==> config.mk <==
export PLATFORM = sky130hd
export DESIGN_NAME = fetch_decode_queue
export DESIGN_NICKNAME = d
export VERILOG_FILES = /design/src/rtl/fetch_decode_queue_pkg.sv /design/src/rtl/fetch_decode_queue.sv
export SDC_FILE = /design/constraint.sdc
export NUM_CORES = 1
export LEC_CHECK = 0
export BUFFER_PORTS_ARGS = -buffer_cell sky130_fd_sc_hd__buf_2
export CORE_UTILIZATION = 39
export CTS_CLUSTER_SIZE = 30
export DETAILED_ROUTE_END_ITERATION = 8
export GPL_ROUTABILITY_DRIVEN = 1
export MAX_ROUTING_LAYER = met4
export PLACE_DENSITY = 0.64
export REMOVE_ABC_BUFFERS = 1
export SLEW_MARGIN = 10
export SYNTH_ARGS = -nofsm -noshare
export SYNTH_HDL_FRONTEND = slang
export SYNTH_SLANG_ARGS = --single-unit
==> constraint.sdc <==
create_clock -name clk -period 13.25 [get_ports clk]
set_input_delay 1.9875 -clock clk [delete_from_list [all_inputs] [get_ports clk]]
set_output_delay 1.9875 -clock clk [all_outputs]
set_load 0.1 [all_outputs]
==> src/rtl/fetch_decode_queue_pkg.sv <==
// Shared definitions for the IF->ID instruction queue: datapath widths,
// the bubble instruction and the {inst, pc} fetch-entry record.
package fetch_decode_queue_pkg;

  localparam int XLEN = 64;
  localparam int ILEN = 32;
  localparam int DEPTH = 4;

  // addi x0, x0, 0
  localparam logic [ILEN-1:0] NOP_INST = 32'h0000_0013;

  typedef struct packed {
    logic [ILEN-1:0] inst;
    logic [XLEN-1:0] pc;
  } fetch_entry_t;

endpackage

==> src/rtl/fetch_decode_queue.sv <==
// IF->ID instruction queue: buffers up to DEPTH fetched {inst, pc} pairs so fetch
// can run ahead of decode stalls; a taken jump/branch flushes every entry.
module fetch_decode_queue
  import fetch_decode_queue_pkg::*;
#(
  parameter int              XLEN  = fetch_decode_queue_pkg::XLEN,
  parameter int              ILEN  = fetch_decode_queue_pkg::ILEN,
  parameter int              DEPTH = fetch_decode_queue_pkg::DEPTH,
  parameter logic [ILEN-1:0] NOP   = NOP_INST
) (
  input  logic                       clk,
  input  logic                       rst,
  input  logic                       in_valid,
  input  logic [ILEN-1:0]            in_inst,
  input  logic [XLEN-1:0]            in_pc,
  output logic                       in_ready,
  input  logic                       jb,
  input  logic                       stall,
  output logic                       out_valid,
  output logic [ILEN-1:0]            out_inst,
  output logic [XLEN-1:0]            out_pc,
  output logic [$clog2(DEPTH+1)-1:0] count
);

  localparam int PW = $clog2(DEPTH);
  localparam int CW = $clog2(DEPTH+1);
  localparam logic [CW-1:0] FULL_CNT = CW'(DEPTH);

  typedef struct packed {
    logic [ILEN-1:0] inst;
    logic [XLEN-1:0] pc;
  } entry_t;

  entry_t          mem_q [DEPTH];
  entry_t          mem_d [DEPTH];
  logic [PW-1:0]   rd_ptr_q, rd_ptr_d;
  logic [PW-1:0]   wr_ptr_q, wr_ptr_d;
  logic [CW-1:0]   count_q, count_d;
  logic            enq, deq;

  // Handshake: an entry moves on a rising edge when valid and ready are both high
  // in that cycle. Upstream: in_valid/in_ready, and fetch must hold its offer
  // until accepted. Downstream: out_valid with ~stall acting as ready. Both
  // ready/valid outputs depend on occupancy alone, so no input reaches an output.
  assign in_ready  = (count_q != FULL_CNT);
  assign out_valid = (count_q != '0);
  assign enq       = in_valid & in_ready;
  assign deq       = out_valid & ~stall;
  assign count     = count_q;

  // Stale storage past the head is masked so an empty queue always shows a bubble.
  assign out_inst = out_valid ? mem_q[rd_ptr_q].inst : NOP;
  assign out_pc   = out_valid ? mem_q[rd_ptr_q].pc   : '0;

  always_comb begin
    rd_ptr_d = rd_ptr_q;
    wr_ptr_d = wr_ptr_q;
    count_d  = count_q;
    for (int i = 0; i < DEPTH; i++) begin
      mem_d[i] = mem_q[i];
    end

    if (jb) begin
      // Flush wins over both enqueue and dequeue; the offered entry is dropped.
      rd_ptr_d = '0;
      wr_ptr_d = '0;
      count_d  = '0;
    end else begin
      if (enq) begin
        mem_d[wr_ptr_q].inst = in_inst;
        mem_d[wr_ptr_q].pc   = in_pc;
        wr_ptr_d             = wr_ptr_q + PW'(1);
      end
      if (deq) begin
        rd_ptr_d = rd_ptr_q + PW'(1);
      end
      if (enq && !deq) begin
        count_d = count_q + CW'(1);
      end else if (deq && !enq) begin
        count_d = count_q - CW'(1);
      end
    end
  end

  always_ff @(posedge clk or posedge rst) begin
    if (rst) begin
      rd_ptr_q <= '0;
      wr_ptr_q <= '0;
      count_q  <= '0;
      for (int i = 0; i < DEPTH; i++) begin
        mem_q[i].inst <= NOP;
        mem_q[i].pc   <= '0;
      end
    end else begin
      rd_ptr_q <= rd_ptr_d;
      wr_ptr_q <= wr_ptr_d;
      count_q  <= count_d;
      for (int i = 0; i < DEPTH; i++) begin
        mem_q[i] <= mem_d[i];
      end
    end
  end

endmodule

==> impl_metrics.yaml <==
grt:
  grt_overflow_total: 0
  grt_max_degree: 117
  grt_use_total: 0.168
  grt_pass1_vias: 10700
  antenna_found_initial: 5
  grt_pass1_wl_um: 61700
placement:
  hpwl_um: 22100
  routabilityCongestion: 0.704
  place_inst: 1837
  portBuffers: 201
  placed_area_um2: 19700
finish:
  layout_commonest_cell: "dfrtp_1"
  fin_util: 0.454
  stdcell_area_um2: 21200
  fill_cells: 4113
  nNetsFinal: 1382
  area_growth_pct: 14.2
  multi_input_area_um2: 8060
  drive_gt1_frac: 0.602
  final_cell_count_no_fill: 1923
  regArea_um2: 9810
  layout_common_cells: "dfrtp_1, mux2_2, buf_2, mux2_4, mux4_2"
setup_path:
  rr_worst_depth: 4
  critPathLaunchType: "flop"
  r2r-start: "count[2]"
  timing.rr.end: "mem_q[172]"
  rrSetupSlack_ps: 10350
  path_class: "flop to primary output"
  crit_end: "out_pc[39]"
  cp-end-kind: "primary output"
  startpoint: "rd_ptr_q[1]"
  required_ps: 11260
  crit_arrival_ps: 3170
  critPathMaxFanout: 44
sta:
  setup_violations: 0
  max_freq_ghz: 0.194
  tns_ps: 0
  slew_violations: 0
  hold_violations: 0
  rsz0062_at_grt: "no"
  worst_pin_slew_ps: 1120
  fin_crit_sh: 0.389
  fin_crit_ps: 5160
  slew_headroom: 0.256
  skew_ps: 17.9
run:
  max_cap_violations: 0
die:
  die_h_um: 220
  die_area_um2: 48500
  pin_count: 202
  coreArea_um2: 46800
  die_w_um: 220
  initial_core_util: 0.398
  core.rowCount: 79
clocking:
  numCtsBuffers: 44
  clock-sinks: 391
  clock_latency_ps: 560
  clk_path_buf_depth: 3
  clkTransAtPathRegs_ps: 60
  htreeDepth: 2
  cts_tree: "built"
  postCtsSetupBuffers: 0
  root_buffer: "clkbuf_16"
  hold_buffers: 0
  cts-resized-gates: 0
synth:
  syn_inst: 1095
  ys_warn_count: 0
  ys_seq_area_frac: 0.527
  syn_avg_cell_area_um2: 17.0
  synth.cell_area_um2: 18600
  synth_cell_type_count: 34
  synth_seq_cells: 391
status:
  violations: "DRC"
  status: "finished with violations"
drt:
  antenna_left: 0
  vias: 9886
  drc: 22
  dr.pass1.iters: 8
  avgRoutedWirePerCell_um: 20.2
  drt_iter0_drc: 398
  routed_wl_um: 38900
  via_per_inst: 5.14
worst_hold_path:
  hp-class: "flop to flop"
[stage by stage]
step / setup WS [ps] / hold slack [ps]
after floorplan: 413 / 474
after global placement: 8610 / 482
after detailed placement: 8590 / 488
after CTS: 7990 / 501
after global routing: 7920 / 507
final: 8090 / 498
[critical path, cell delays in order (launching register included)]
cell and delay, ps:
dfrtp_4 710, buf_4 720, mux4_2 650, and2_1 180
buf_2 280
[kinds of logic after synthesis]
| family | count (synthesis) | synth area share |
|---|---|---|
| multiplexers | 482 | 0.382 |
| buffers and inverters | 82 | 0.0391 |
| AO/OA/AOI/OAI | 12 | 0.00384 |
| adder cells (fa/ha/maj) | 5 | 0.00377 |
| flip-flops | 391 | 0.527 |
| AND/OR/NAND/NOR | 120 | 0.0423 |
| XOR/XNOR | 3 | 0.00141 |
[cell usage after synthesis]
cell type / number / area (um^2)
buf_2: 9 / 45.0
buf_4: 20 / 150
dfrtp_1: 379 / 9480
xor2_1: 1 / 8.76
o22ai_1: 1 / 6.26
and2_1: 93 / 582
buf_6: 1 / 11.3
mux4_2: 96 / 2160
a21boi_0: 1 / 7.51
nand2_8: 4 / 80.1
nand3_1: 1 / 5.00
mux2_2: 226 / 2540
fa_1: 1 / 20.0
nand2_1: 3 / 11.3
clkbuf_1: 14 / 52.6
ha_1: 4 / 50.1
inv_1: 7 / 26.3
and3b_1: 1 / 8.76
buf_12: 20 / 400
dfstp_2: 12 / 315
nor3_1: 1 / 5.00
or3_1: 1 / 6.26
or3b_4: 1 / 11.3
xnor2_1: 2 / 17.5
nor2b_1: 2 / 12.5
mux2_4: 160 / 2400
nor2_1: 8 / 30.0
a211oi_1: 1 / 7.51
buf_1: 11 / 41.3
o21ba_2: 1 / 10.0
nor3b_1: 2 / 15.0
o21ai_0: 4 / 20.0
or2_2: 3 / 18.8
a21oi_1: 4 / 20.0
[worst min path at each step]
| stage | startpoint | end | slack (ps) | cells past startpoint |
|---|---|---|---|---|
| floorplan | mem_q[159] | mem_q[159] | 470 | 1 |
| global placement | mem_q[243] | mem_q[243] | 480 | 1 |
| detailed placement | mem_q[167] | mem_q[167] | 490 | 1 |
| CTS | mem_q[188] | mem_q[188] | 500 | 1 |
| global route | mem_q[93] | mem_q[93] | 510 | 1 |
| finish | mem_q[188] | mem_q[188] | 500 | 1 |
[state kept, by name, indices dropped and copies added (netlist names)]
| name | flops |
|---|---|
| mem_q | 384 |
| count | 3 |
| rd_ptr_q | 2 |
| wr_ptr_q | 2 |
[final cells by class]
type                    instances  area share
flip-flops and latches        391       0.462
multi-input cells             622       0.380
clock buffers                  63      0.0609
repair buffers                210      0.0506
well taps                     607      0.0358
clock inverters                16     0.00890
inverters                       7     0.00159
diodes                          7    0.000825
[layer usage]
layer / GRT usage / part of all wire / vias up
met5: - / 0 / -
met4: 0.0501 / 0.018 / 0
met3: 0.0363 / 0.049 / 60
met2: 0.259 / 0.48 / 175
met1: 0.224 / 0.46 / 5283
li1: - / - / 4368
Power is not shown: default switching activity piles up to over one toggle a cycle in this logic, so the estimate is an artifact.
